<file path="src/rtl/beep_pkg.sv">
// Constants shared by the beeper and the beep decoder, so both ends agree
// on slot timing and on the width of the duty count.
package beep_pkg;

  localparam int SLOT_LEN_DEFAULT        = 285;
  localparam int SLOTS_PER_FRAME_DEFAULT = 8;
  localparam int DUTY_W                  = 4;

  function automatic int slot_cnt_w(input int slot_len);
    return (slot_len > 1) ? $clog2(slot_len) : 1;
  endfunction

endpackage

</file>
<file path="src/rtl/beep_sync.sv">
// Multi-flop synchronizer for the asynchronous beep input, followed by a
// single-cycle edge flag on the synchronized signal.
module beep_sync
  import beep_pkg::*;
#(
  parameter int SYNC_STAGES = 2
) (
  input  logic clk,
  input  logic rst_n,
  input  logic beep_in,
  output logic beep_s,
  output logic edge_flag
);

  logic [SYNC_STAGES-1:0] sync_reg;
  logic                   prev_reg;

  always_ff @(posedge clk or negedge rst_n) begin
    if (!rst_n) begin
      sync_reg <= '0;
      prev_reg <= 1'b0;
    end else begin
      sync_reg <= {sync_reg[SYNC_STAGES-2:0], beep_in};
      prev_reg <= sync_reg[SYNC_STAGES-1];
    end
  end

  assign beep_s    = sync_reg[SYNC_STAGES-1];
  assign edge_flag = beep_s ^ prev_reg;

endmodule

</file>
<file path="src/rtl/beep_decoder.sv">
// Recovers slot timing from the edges of a beep square wave and reports the
// number of high slots seen in each frame.
module beep_decoder
  import beep_pkg::*;
#(
  parameter int SLOT_LEN        = SLOT_LEN_DEFAULT,
  parameter int SLOTS_PER_FRAME = SLOTS_PER_FRAME_DEFAULT,
  parameter int TOL             = 8,
  parameter int SYNC_STAGES     = 2
) (
  input  logic              clk,
  input  logic              rst_n,
  input  logic              enable,
  input  logic              beep_in,
  output logic [DUTY_W-1:0] duty_ones,
  output logic              duty_valid,
  output logic              tone_present,
  output logic              slot_err
);

  localparam int CNT_W = slot_cnt_w(SLOT_LEN);
  localparam int IDX_W = (SLOTS_PER_FRAME > 1) ? $clog2(SLOTS_PER_FRAME) : 1;
  localparam logic [CNT_W-1:0] MID      = CNT_W'(SLOT_LEN / 2);
  localparam logic [CNT_W-1:0] LAST     = CNT_W'(SLOT_LEN - 1);
  localparam logic [CNT_W-1:0] LATE_MAX = CNT_W'(TOL);
  localparam logic [CNT_W-1:0] EARLY    = CNT_W'(SLOT_LEN - TOL);
  localparam logic [IDX_W-1:0] LAST_IDX = IDX_W'(SLOTS_PER_FRAME - 1);

  logic              beep_s, edge_flag;
  logic [CNT_W-1:0]  slot_cnt_reg, slot_cnt_next;
  logic [IDX_W-1:0]  slot_idx_reg, slot_idx_next;
  logic [DUTY_W-1:0] ones_acc_reg, ones_acc_next, acc_sum;
  logic [DUTY_W-1:0] frame_cnt_reg, frame_cnt_next;
  logic              sampled_reg, sampled_next;
  logic              frame_done_reg, frame_done_next;
  logic              slot_err_next;
  logic              sample_now, slot_end, frame_end;

  beep_sync #(.SYNC_STAGES(SYNC_STAGES)) u_sync (
    .clk       (clk),
    .rst_n     (rst_n),
    .beep_in   (beep_in),
    .beep_s    (beep_s),
    .edge_flag (edge_flag)
  );

  always_comb begin
    // One sample per slot: an error restart after mid-slot must not count twice.
    sample_now    = (slot_cnt_reg == MID) && !sampled_reg;
    acc_sum       = ones_acc_reg + DUTY_W'(sample_now && beep_s);
    slot_end      = 1'b0;
    slot_err_next = 1'b0;
    if (edge_flag) begin
      if (slot_cnt_reg <= LATE_MAX) slot_end = 1'b0;
      else if (slot_cnt_reg >= EARLY) slot_end = 1'b1;
      else slot_err_next = 1'b1;
    end else begin
      slot_end = (slot_cnt_reg == LAST);
    end
    frame_end       = slot_end && (slot_idx_reg == LAST_IDX);
    slot_cnt_next   = (edge_flag || slot_end) ? '0 : slot_cnt_reg + CNT_W'(1);
    slot_idx_next   = slot_idx_reg;
    if (slot_end) slot_idx_next = (slot_idx_reg == LAST_IDX) ? '0 : slot_idx_reg + IDX_W'(1);
    sampled_next    = slot_end ? 1'b0 : (sampled_reg | sample_now);
    ones_acc_next   = frame_end ? '0 : acc_sum;
    frame_cnt_next  = frame_end ? acc_sum : frame_cnt_reg;
    frame_done_next = frame_end;
    if (!enable) begin
      slot_cnt_next   = '0;
      slot_idx_next   = '0;
      sampled_next    = 1'b0;
      ones_acc_next   = '0;
      frame_cnt_next  = '0;
      frame_done_next = 1'b0;
      slot_err_next   = 1'b0;
    end
  end

  always_ff @(posedge clk or negedge rst_n) begin
    if (!rst_n) begin
      slot_cnt_reg   <= '0;
      slot_idx_reg   <= '0;
      sampled_reg    <= 1'b0;
      ones_acc_reg   <= '0;
      frame_cnt_reg  <= '0;
      frame_done_reg <= 1'b0;
      slot_err       <= 1'b0;
      duty_ones      <= '0;
      duty_valid     <= 1'b0;
      tone_present   <= 1'b0;
    end else begin
      slot_cnt_reg   <= slot_cnt_next;
      slot_idx_reg   <= slot_idx_next;
      sampled_reg    <= sampled_next;
      ones_acc_reg   <= ones_acc_next;
      frame_cnt_reg  <= frame_cnt_next;
      frame_done_reg <= frame_done_next;
      slot_err       <= slot_err_next;
      if (!enable) begin
        duty_ones    <= '0;
        duty_valid   <= 1'b0;
        tone_present <= 1'b0;
      end else begin
        duty_valid <= frame_done_reg;
        if (frame_done_reg) begin
          duty_ones    <= frame_cnt_reg;
          tone_present <= |frame_cnt_reg;
        end
      end
    end
  end

endmodule

</file>
<file path="config.mk">
export PLATFORM = sky130hd
export DESIGN_NAME = beep_decoder
export DESIGN_NICKNAME = d
export VERILOG_FILES = /design/src/rtl/beep_pkg.sv /design/src/rtl/beep_sync.sv /design/src/rtl/beep_decoder.sv
export SDC_FILE = /design/constraint.sdc
export NUM_CORES = 1
export LEC_CHECK = 0
export CORE_MARGIN = 2
export CORE_UTILIZATION = 57
export CTS_BUF_LIST = sky130_fd_sc_hd__clkbuf_16
export DETAILED_ROUTE_END_ITERATION = 12
export GPL_TIMING_DRIVEN = 0
export MAX_ROUTING_LAYER = met4
export PLACE_DENSITY = 0.78
export SYNTH_ARGS = -nofsm -noshare
export SYNTH_HDL_FRONTEND = slang
export SYNTH_SLANG_ARGS = --single-unit
</file>
<file path="constraint.sdc">
create_clock -name clk -period 3.3 [get_ports clk]
set_clock_uncertainty 0.05 [all_clocks]
set_input_delay 0.825 -clock clk [delete_from_list [all_inputs] [get_ports clk]]
set_output_delay 0.825 -clock clk [all_outputs]
set_load 0.02 [all_outputs]
</file>
==> run summary <==
Cell Area, Synth: 0.00152 mm^2
Crit-path max FO: 6
Crit-path cells: or4_1 > or3_1 > nor3b_1 > ha_1 > ha_1 > xor2_1 > nand2_1 > mux2i_1
WP data arrival: 2.74 ns
Max-slew violation count: 0
Die Area: 0.00309 mm^2
Final Hold Viols: 0
R2R Setup Slk: 0.70 ns
Yosys reg bits: 32
Setup TNS: 0 ns
Final worst path period need: 2.60 ns
Library cells used by synthesis: 32
R2r endpoint: frame_cnt_reg[2]
Pre-Repair DR Iteration Count: 4
Crit path depth: 8
Worst EP required: 3.45 ns
R2R depth: 8
Clock buffer count from CTS: 5
# IOs: 11
# Max-Cap Violations: 0
Drt total wl: 2860 um
H-tree levels: 2
Hold Path Depth: 0
PD cells: 526 mW/mm^2
CP max stage delay: 0.61 ns
Slew @ Worst Pin: 1.12 ns
Crit end category: register
Reg clk slew, reported paths: 0.05 ns
Vias in the first global route: 1052
CP Buf/Inv Count: 0
Number of flip-flops in the largest register: 9
Post-route ant nets: 0
Final setup vio count: 0
Lkg Pwr: 0.827 nW
Iteration-0 DRC Markers: 18
Via-to-Cell Ratio: 5.69
Type of the worst setup path: reg -> reg
Worst vdd ir: 0.582 mV
Area Overhead vs Synth: 19.6%
Vias: 1092
Post-CTS Setup Repair Bufs: 0
Hold Path Class: reg -> reg
Die height: 55.6 um
Worst setup SP type: register
Final HPWL DP: 1860 um
Drt wl/cell: 14.9 um
Hold_ws: 0.306 ns
Syn Inst Count: 144
RSZ-0062 raised after global routing: no
Max Root-Sink Buffers: 2
Nets: 173
Sequential-to-total area share from yosys stat: 52.8%
CTS sink count: 32
Die Wd: 55.6 um
Diodes inserted: 0
Crit path max-delay cell type: or4_1
Warnings from Yosys: 0
Crit path from: slot_cnt_reg[4]
Pre-CTS setup slack: 0.752 ns
Cts repair resizes: 0
Syn_area_per_cell: 10.5 um^2
Hold Buf Count CTS: 0
Syn nets: 156
Root Buffer: clkbuf_16
Initial core utilization: 60.6%
Leading cell type in the layout, fill and taps excluded: dfrtp_1
Core Region: 0.00250 mm^2
Cell Rows: 18
Final WS setup: 0.705 ns
Tot GR Track Use: 21.3%
Crit path max-delay family: simple AND/OR/NAND/NOR gates
Crit path top cell by count: ha_1
GR Overflow Total: 0
Largest net degree at the start of global routing: 33
Drc violations: 0
Layout cells sized above 1: 6.79%
Maximum clock frequency: 385 MHz
Final period util: 78.6%
Most frequent cells in the layout: dfrtp_1 (32), nor2_1 (20), nand2_1 (15), clkdlybuf4s50_1 (9)
Routability Congestion: 0.740
Setup crit end: frame_cnt_reg[2]
IO Port Bufs: 10
CTS tree: done
FF-to-FF Start: slot_cnt_reg[4]
Outcome: finished clean
Fillers: 180
Initial antenna violation count: 0
Clock latency on the worst-skew pair: 0.27 ns
Wire length of the first global-routing pass: 4800 um
Relative slew slack: 23.9%
## Yosys cell counts
library cell  number  area [um^2]
xnor2_1            6         52.6
nand3b_1           1         7.51
nand2b_1           1         6.26
nand3_1            6         30.0
a221o_1            1         10.0
nand4b_1           1         8.76
mux2i_1            8         80.1
or4_1              2         15.0
clkbuf_1           5         18.8
or3_1              1         6.26
and3_1             4         25.0
nand2_1           15         56.3
nor2_1            20         75.1
nor4_1             1         6.26
nor3_1             2         10.0
o31a_1             1         8.76
dfrtp_1           32          801
and2_1             2         12.5
a211oi_1           2         15.0
a221oi_1           2         17.5
nor3b_1            2         15.0
inv_1              5         18.8
or2_1              1         6.26
or3_4              1         11.3
a21oi_1            3         15.0
xor2_1             4         35.0
buf_2              1         5.00
o211ai_1           1         7.51
o21ai_0            3         15.0
ha_1               8          100
o311ai_1           1         8.76
a2111oi_2          1         15.0
## cell families after synthesis
family	count (synthesis)	share of synthesized area (%)
buffers and inverters	11	2.81
multiplexers	8	5.29
XOR/XNOR	10	5.78
AND/OR/NAND/NOR	60	19.2
AO/OA/AOI/OAI	15	7.43
flip-flops	32	52.8
adder cells (fa/ha/maj)	8	6.61
## stage by stage
step	instances	total power [mW]	cell area (um^2)	utilization [%]
finish	192	0.953	1810	72.5
global route	192	0.986	1810	72.5
CTS	192	0.964	1820	72.7
detailed placement	184	0.453	1650	66.1
global placement	184	0.451	1650	66.1
floorplan	144	0.433	1520	-
## where the power goes
part           total [mW]  internal, mW  switching (mW)
combinational      0.0439        0.0137          0.0302
clock               0.506         0.351           0.156
sequential          0.402         0.398         0.00437
total               0.953         0.762           0.190
## how the worst min path moves through the flow
stage / start / endpoint / slack (ns)
floorplan: u_sync.sync_reg[0] / u_sync.sync_reg[1] / 0.28
global placement: u_sync.sync_reg[0] / u_sync.sync_reg[1] / 0.29
detailed placement: u_sync.sync_reg[0] / u_sync.sync_reg[1] / 0.30
CTS: u_sync.sync_reg[0] / u_sync.sync_reg[1] / 0.31
global route: u_sync.sync_reg[0] / u_sync.sync_reg[1] / 0.31
finish: u_sync.sync_reg[0] / u_sync.sync_reg[1] / 0.31
## layer usage
layer / GRT usage (%) / wire (um) / part of all wire, % / vias up
li1: - / - / - / 527
met1: 26.4 / 1290 / 45 / 540
met2: 31.5 / 1380 / 48 / 16
met3: 7.73 / 122 / 4.3 / 9
met4: 9.06 / 68 / 2.4 / 0
met5: - / 0 / 0 / -
## final cells by class
cell class                 count  area (um^2)  share of cell area [%]
sequential                    32          801                    44.2
clock buffer                   5          125                    6.91
multi-input combinational    101          672                    37.1
inverter                       5         18.8                    1.04
tap                           30         37.5                    2.07
buffer                         6         23.8                    1.31
timing repair buffer          10         95.1                    5.25
clock inverter                 3         38.8                    2.14
Note: power is estimated with default switching activity, not from simulation.
